## config.mk

```make
export PLATFORM = sky130hd
export DESIGN_NAME = morse_pattern_encoder
export DESIGN_NICKNAME = d
export VERILOG_FILES = /design/src/rtl/morse_pattern_encoder.sv
export SDC_FILE = /design/constraint.sdc
export NUM_CORES = 1
export LEC_CHECK = 0
export CORE_AREA = 2 2 132 95
export CTS_CLUSTER_DIAMETER = 80
export DETAILED_ROUTE_END_ITERATION = 8
export DIE_AREA = 0 0 134 97
export GPL_TIMING_DRIVEN = 0
export PLACE_DENSITY = 0.65
export SLEW_MARGIN = 20
export SYNTH_ARGS = -nofsm -noshare
export SYNTH_HDL_FRONTEND = slang
export SYNTH_SLANG_ARGS = --single-unit
```

## constraint.sdc

```tcl
create_clock -name CLK -period 2.8 [get_ports CLK]
set_input_delay 0.42 -clock CLK [delete_from_list [all_inputs] [get_ports CLK]]
set_output_delay 0.42 -clock CLK [all_outputs]
set_load 0.02 [all_outputs]
```

## src/rtl/morse_pattern_encoder.sv

```systemverilog
// Morse pattern encoder: ASCII chars in over valid/ready, on/off unit
// patterns out to a blinker, swapped in only on the blinker's START pulse.
//   CLK, RST          clock, synchronous active-high reset
//   char_data/valid   ASCII input, char_ready accepts in IDLE only
//   START             blinker cycle start; loads blink_pattern
//   blink_pattern     pattern, bit 0 plays first
//   pending/busy      staged pattern waiting / builder active
//   bad_char          one-cycle pulse on a dropped unsupported char
module morse_pattern_encoder #(
  parameter int MESSAGE_WIDTH = 32,
  parameter bit REPEAT_LAST   = 1'b0
) (
  input  logic                     CLK,
  input  logic                     RST,
  input  logic [7:0]               char_data,
  input  logic                     char_valid,
  output logic                     char_ready,
  input  logic                     START,
  output logic [MESSAGE_WIDTH-1:0] blink_pattern,
  output logic                     pending,
  output logic                     busy,
  output logic                     bad_char
);

  localparam int PW = $clog2(MESSAGE_WIDTH);

  typedef enum logic [2:0] {
    IDLE, LOOKUP, ON, OFF, DONE
  } state_t;

  state_t                   state;
  logic [7:0]               ch;
  logic [2:0]               len_left;
  logic [4:0]               elems;
  logic [1:0]               unit_cnt;
  logic [PW-1:0]            ptr;
  logic [MESSAGE_WIDTH-1:0] build;
  logic [MESSAGE_WIDTH-1:0] staging;
  logic [8:0]               code_in;
  logic [8:0]               code_ch;

  // {supported, length, elements}; element 0 in bit 0, 1 = dash.
  // Space is supported with length 0.
  function automatic logic [8:0] lookup(input logic [7:0] c);
    logic [7:0] u;
    u = (c >= 8'h61 && c <= 8'h7a) ? c - 8'h20 : c;
    case (u)
      8'h20: lookup = {1'b1, 3'd0, 5'b00000};
      "A":   lookup = {1'b1, 3'd2, 5'b00010};
      "B":   lookup = {1'b1, 3'd4, 5'b00001};
      "C":   lookup = {1'b1, 3'd4, 5'b00101};
      "D":   lookup = {1'b1, 3'd3, 5'b00001};
      "E":   lookup = {1'b1, 3'd1, 5'b00000};
      "F":   lookup = {1'b1, 3'd4, 5'b00100};
      "G":   lookup = {1'b1, 3'd3, 5'b00011};
      "H":   lookup = {1'b1, 3'd4, 5'b00000};
      "I":   lookup = {1'b1, 3'd2, 5'b00000};
      "J":   lookup = {1'b1, 3'd4, 5'b01110};
      "K":   lookup = {1'b1, 3'd3, 5'b00101};
      "L":   lookup = {1'b1, 3'd4, 5'b00010};
      "M":   lookup = {1'b1, 3'd2, 5'b00011};
      "N":   lookup = {1'b1, 3'd2, 5'b00001};
      "O":   lookup = {1'b1, 3'd3, 5'b00111};
      "P":   lookup = {1'b1, 3'd4, 5'b00110};
      "Q":   lookup = {1'b1, 3'd4, 5'b01011};
      "R":   lookup = {1'b1, 3'd3, 5'b00010};
      "S":   lookup = {1'b1, 3'd3, 5'b00000};
      "T":   lookup = {1'b1, 3'd1, 5'b00001};
      "U":   lookup = {1'b1, 3'd3, 5'b00100};
      "V":   lookup = {1'b1, 3'd4, 5'b01000};
      "W":   lookup = {1'b1, 3'd3, 5'b00110};
      "X":   lookup = {1'b1, 3'd4, 5'b01001};
      "Y":   lookup = {1'b1, 3'd4, 5'b01101};
      "Z":   lookup = {1'b1, 3'd4, 5'b00011};
      "0":   lookup = {1'b1, 3'd5, 5'b11111};
      "1":   lookup = {1'b1, 3'd5, 5'b11110};
      "2":   lookup = {1'b1, 3'd5, 5'b11100};
      "3":   lookup = {1'b1, 3'd5, 5'b11000};
      "4":   lookup = {1'b1, 3'd5, 5'b10000};
      "5":   lookup = {1'b1, 3'd5, 5'b00000};
      "6":   lookup = {1'b1, 3'd5, 5'b00001};
      "7":   lookup = {1'b1, 3'd5, 5'b00011};
      "8":   lookup = {1'b1, 3'd5, 5'b00111};
      "9":   lookup = {1'b1, 3'd5, 5'b01111};
      default: lookup = 9'd0;
    endcase
  endfunction

  assign code_in    = lookup(char_data);
  assign code_ch    = lookup(ch);
  assign char_ready = (state == IDLE) && !RST;
  assign busy       = (state != IDLE);

  always_ff @(posedge CLK) begin
    if (RST) begin
      state         <= IDLE;
      ch            <= '0;
      len_left      <= '0;
      elems         <= '0;
      unit_cnt      <= '0;
      ptr           <= '0;
      build         <= '0;
      staging       <= '0;
      pending       <= 1'b0;
      blink_pattern <= '0;
      bad_char      <= 1'b0;
    end else begin
      bad_char <= 1'b0;

      if (START) begin
        if (pending) begin
          blink_pattern <= staging;
          pending       <= 1'b0;
        end else if (!REPEAT_LAST) begin
          blink_pattern <= '0;
        end
      end

      unique case (state)
        IDLE: begin
          if (char_valid) begin
            if (code_in[8]) begin
              ch    <= char_data;
              build <= '0;
              ptr   <= '0;
              state <= LOOKUP;
            end else begin
              bad_char <= 1'b1;
            end
          end
        end
        LOOKUP: begin
          len_left <= code_ch[7:5];
          elems    <= code_ch[4:0];
          unit_cnt <= '0;
          state    <= (code_ch[7:5] == 3'd0) ? DONE : ON;
        end
        ON: begin
          build[ptr] <= 1'b1;
          ptr        <= ptr + 1'b1;
          if (elems[0] && unit_cnt != 2'd2) begin
            unit_cnt <= unit_cnt + 2'd1;
          end else begin
            unit_cnt <= '0;
            elems    <= elems >> 1;
            len_left <= len_left - 3'd1;
            state    <= (len_left == 3'd1) ? DONE : OFF;
          end
        end
        OFF: begin
          build[ptr] <= 1'b0;
          ptr        <= ptr + 1'b1;
          state      <= ON;
        end
        DONE: begin
          // Staging frees up on this edge if START is draining it;
          // this set of pending overrides the clear above.
          if (!pending || START) begin
            staging <= build;
            pending <= 1'b1;
            state   <= IDLE;
          end
        end
        default: state <= IDLE;
      endcase
    end
  end

endmodule

```

# Word-level counts from Yosys, hierarchy flattened
# Memories as Yosys holds them, arrays and structs flattened.
# Cells that the tools add are included.
# W data, S select, Z words.
# classes
n_addsub,5
n_mul,0
div_mod_pow,0
magnitude_cmp,6
n_eq_ne,10
shifts,0
n_mux,30
n_bitwise,5
reduce_logical,22
# ops
op,n
$mux W32,3
$pmux W32 S3,1
$and A32 B32 Y32,1
$not A32 Y32,1
$or A32 B32 Y32,1
$mux W8,3
$mux W3,7
$pmux W5 S2,2
$ge A8 B7 Y1 const B,2
$le A8 B7 Y1 const B,2
$sub A8 B6 Y8 const B,2
$mux W5,3
$pmux W3 S5,1
$ne A2 B2 Y1 const B,5
$mux W9,1
$reduce_and A3 Y1,3
$eq A3 B1 Y1 const B,2
$eq A3 B2 Y1 const B,2
$logic_not A3 Y1,2
$lt A5 B6 Y1 const B,1
$pmux W3 S2,1
$reduce_bool A3 Y1,2
$add A5 B1 Y5 const B,1
$demux W1 S5,1
other kinds (16),28
# totals
regBits,124
latch_bits,0
mem_bits_rw,0
romBits,2304
output_inout_bits,36
word_cells,91
n_memories,2
# memory_table
name,words,width,read_ports,rd_ports_with_merged_regs,wr,line,source
(name not given),128,9,1,0,0,47,case (u)
(name not given),128,9,1,0,0,47,

# Logic depth before layout (Yosys ltp)
# An unclocked memory read counts as a cell.
# depth
ltp_word,8
depth_mapped,11
mapped_depth_nobuf,8

# Worst setup path after synthesis
# Ideal clock, no wire load.
# synth_timing
path_kind,register to register
from,reg ch[1]
to,reg elems[0]
setup_ns,0.132
t_arrival_ns,2.011
t_required_ns,2.668
slack_ns,0.658
path_stages_with_launch,9
synth_period_minus_slack_ns,2.142
cell_sequence,dfxtp_1 > buf_2 > inv_1 > ha_1 > nand3b_1 > a32oi_1 > o21ai_0 > a221oi_1 > nor3_1
# synth_between
elab_chain_cells,6
elab_cells_between_ends,8
classes_between,add/sub (1); order compare (2); mux (3); reduce/logical (1); memory (1)
# synth_rtl
element,line,source
from (decl),32,logic [7:0] ch;
from (signal assigned),123,ch <= char_data;
$ge A8 B7 Y1 / $le A8 B7 Y1 (equally long branches),46,u = (c >= 8'h61 && c <= 8'h7a) ? c - 8'h20 : c;
$logic_and A1 B1 Y1,46,
$mux W8 (*),46,
$mem_v2 Z128 W9,--,
$mux W8 (*),47,
$pmux W5 S2 (*),119,unique case (state)
to (signal assigned),134,elems <= code_ch[4:0];
to (signal assigned),145,elems <= elems >> 1;
to (decl),34,logic [4:0] elems;
# Mark *: on every way between the ends. The rest lies on a longest branch, timed or not.
# A chain may end at the register's enable or synchronous reset.

# Worst setup path in the final report
# Ends and elaborated chain as after synthesis.

==> implementation parameters <==
Parameter                              Value

STA
  Worst slew pin tran ... 1.031 ns
  Count of final max-slew check failures ... 0
  Final setup viols ... 0
  Count of final hold-check violations ... 0
  Setup slack of the critical path after layout ... 0.1616 ns
  Final worst path period share ... 94.23%
  Clock tree skew after final layout ... 0.009510 ns
  Clock period minus worst slack ... 2.638 ns
  Relative max-transition margin ... 30.71%
  Maximum frequency from static timing analysis ... 0.3790 GHz

Logic synthesis
  Post-synth top area share ... 43.91%
  Number of register bits inferred by synthesis ... 124
  Most used flip-flop cell after synthesis ... dfxtp_1
  Combined area of all synthesized cells ... 5653 um^2
  Fraction of registers with async set/reset ... 0%
  Count of synthesis-stage warnings from yosys ... 0
  Mapped Cells ... 693
  Top cells by instance count after synthesis ... dfxtp_1 (124), a21oi_1 (94), nand2_1 (94)
  Synth Area per Inst ... 8.157 um^2
  Net count of the mapped netlist ... 721
  Cell types occupying the most area after synthesis ... dfxtp_1 (44%), a21oi_1 (8.3%), nand2_1 (6.2%)
  Number of unique standard cell types used by synthesis ... 53
  Most frequent cell after synthesis ... dfxtp_1
  Number of enable flip-flop cells after synthesis ... 0
  Cell type with the largest total area after synthesis ... dfxtp_1
  Share of the yosys chip area belonging to registers ... 43.91%

Global routing
  Total grt overflow ... 0
  Number of global-route vias before repair ... 4923
  Maximum number of pins on one net before global-route repair ... 20
  Total track usage ... 24.51%
  Antenna violations before repair ... 1
  Global-route wire length before repair ... 25.21 mm

Finish
  Area Overhead vs Synth ... 23.79%
  Number of nets in the finished design ... 787
  Share of post-route cells with drive strength above 1 ... 7.642%
  Post-route core utilization ... 60.31%

Clocking
  Max H-tree Level ... 4
  Clock latency of the later-clocked register in the worst-skew pair ... 0.41 ns
  Clk pin slew, worst setup/hold paths ... 0.06 ns
  Buffer levels on the longest clock path ... 2
  Hold buffer count at cts ... 0
  Cell at the root of the clock tree ... clkbuf_16
  Clock tree from TritonCTS ... built
  Total CTS buffers ... 17
  Count of clock tree sinks ... 124

Floorplanning
  Die X ... 134 um
  Die outline height ... 97 um
  DIE AREA ... 13000 um^2
  Core Region ... 11600 um^2
  Starting density of the core ... 48.72%
  Io pins ... 48
  Number of standard-cell rows in the floorplan ... 33

Route
  Number of design-rule violations left by the first detailed-router iteration ... 493
  Routed Wire Length ... 15.65 mm
  Drt drc ... 0
  Vias per inst ... 5.754
  Avg WL per Cell ... 16.83 um
  Detailed Routing Iterations Pass 1 ... 5
  Vias after detailed routing ... 5351
  Number of antenna-violating nets in the routed design ... 0

Hold path
  Worst hold path class ... reg -> reg
  Startpoint of the tightest hold check path ... build[16]

Worst setup path
  WP data arrival ... 2.91 ns
  Critical Path Source ... ch[1]
  Critical Path RT ... 3.08 ns
  CP Capture Type ... flip-flop
  Kind of critical path ... reg -> reg
  CP max FO ... 10
  CP Launch Type ... flip-flop
  Beginning of the worst register-to-register path ... ch[1]

Place
  Placed wire-length estimate ... 11.27 mm
  Placer congestion estimate ... 0.9248
  Number of input and output port buffers inserted ... 47
  Pre-CTS WS ... -0.3667 ns

Pwr
  Maximum vdd drop ... 625.3 uV
  Power Density ... 620.9 nW/um^2
  Leak Pwr ... 2.393 nW

Outcome
  Status ... completed

Job
  Max-cap violations ... 0
==> what timing repair did <==
item / in CTS / in global routing
gates resized for setup: 3 / 3
setup buffers: 0 / 1
hold endpoints to repair: 0 / 0
setup endpoints to repair: 2 / 1
pin swaps: 0 / 2
==> final cells by class <==
class / instances / area (um^2)
fillers: 1049 / 4604
clock inverters: 13 / 190.2
clock buffers: 19 / 452.9
diodes: 1 / 2.502
flip-flops and latches: 124 / 2482
well taps: 157 / 196.4
multi-input cells: 499 / 2880
plain buffers: 48 / 236.5
inverters: 21 / 78.83
repair buffers: 48 / 478.0
==> sequential cells by signal, indices dropped and copies added (netlist names) <==
register,count
len_left,3
elems,5
ptr,5
state,3
ch,8
unit_cnt,2
staging,32
blink_pattern,32
build,32
bad_char,1
pending,1
==> path summary, 6_finish.rpt <==
| path | to | slack, ns | depth (start not counted) |
|---|---|---|---|
| min reg2reg | staging[16] | 0.45 | 2 |
| max | elems[0] | 0.16 | 8 |
| min | staging[16] | 0.45 | 2 |
| max reg2reg | elems[0] | 0.16 | 8 |
==> layer usage <==
metal / global-route usage, % / share of wire [%]
met2: 35.42 / 43
met5: 0 / 0
met4: 5.646 / 0.82
met3: 7.338 / 8.0
met1: 35.70 / 48
==> cells in the final DEF, fill, tap and decap left out, drive strengths merged, types with 14 or more instances in the layout <==
cell type / synthesis / layout
dfxtp: 124 / 124
mux2i: 15 / 15
nand2b: 39 / 39
ha: 16 / 16
buf: 14 / 14
clkdlybuf4s50: 0 / 47
clkbuf: 35 / 54
nand2: 94 / 94
nor2: 39 / 39
nand3: 40 / 40
o21ai: 48 / 48
o22ai: 35 / 35
a21oi: 94 / 94
inv: 19 / 20
==> cells by family after synthesis <==
logic type      synth area share, %
simple gates                  21.91
compound gates                21.05
flops                         43.91
buf+inv                       5.578
mux                           3.851
fa+ha+maj                     3.541
xor+xnor                     0.1550
==> worst max-delay path: stages (launching register included) <==
cell and delay (ns):
dfxtp_1 0.42, clkbuf_4 0.27, inv_1 0.11, ha_1 0.29, nand3b_1 0.31, a32oi_4 0.39, o21ai_1 0.17, a221oi_2 0.45
nor3_1 0.09
==> power breakdown <==
part / switching [mW] / total, mW / internal (mW)
Combinational: 0.130 / 0.213 / 0.0834
Sequential: 0.00794 / 1.78 / 1.77
Clock: 0.812 / 2.35 / 1.54
==> stage by stage <==
stage	TNS [ns]	cell area (um^2)	std cells	power, mW	hold slack (ns)
2_1_floorplan	0	5653	693	1.950	0.4218
3_3_place_gp	-0.5091	6320	897	2.018	0.4414
3_5_place_dp	-0.6631	6320	897	2.023	0.4467
4_1_cts	0	6974	928	4.359	0.4515
5_1_grt	-0.005563	6995	929	4.479	0.4738
6_report	0	6998	930	4.345	0.4504
(Power assumes the default switching activity.)
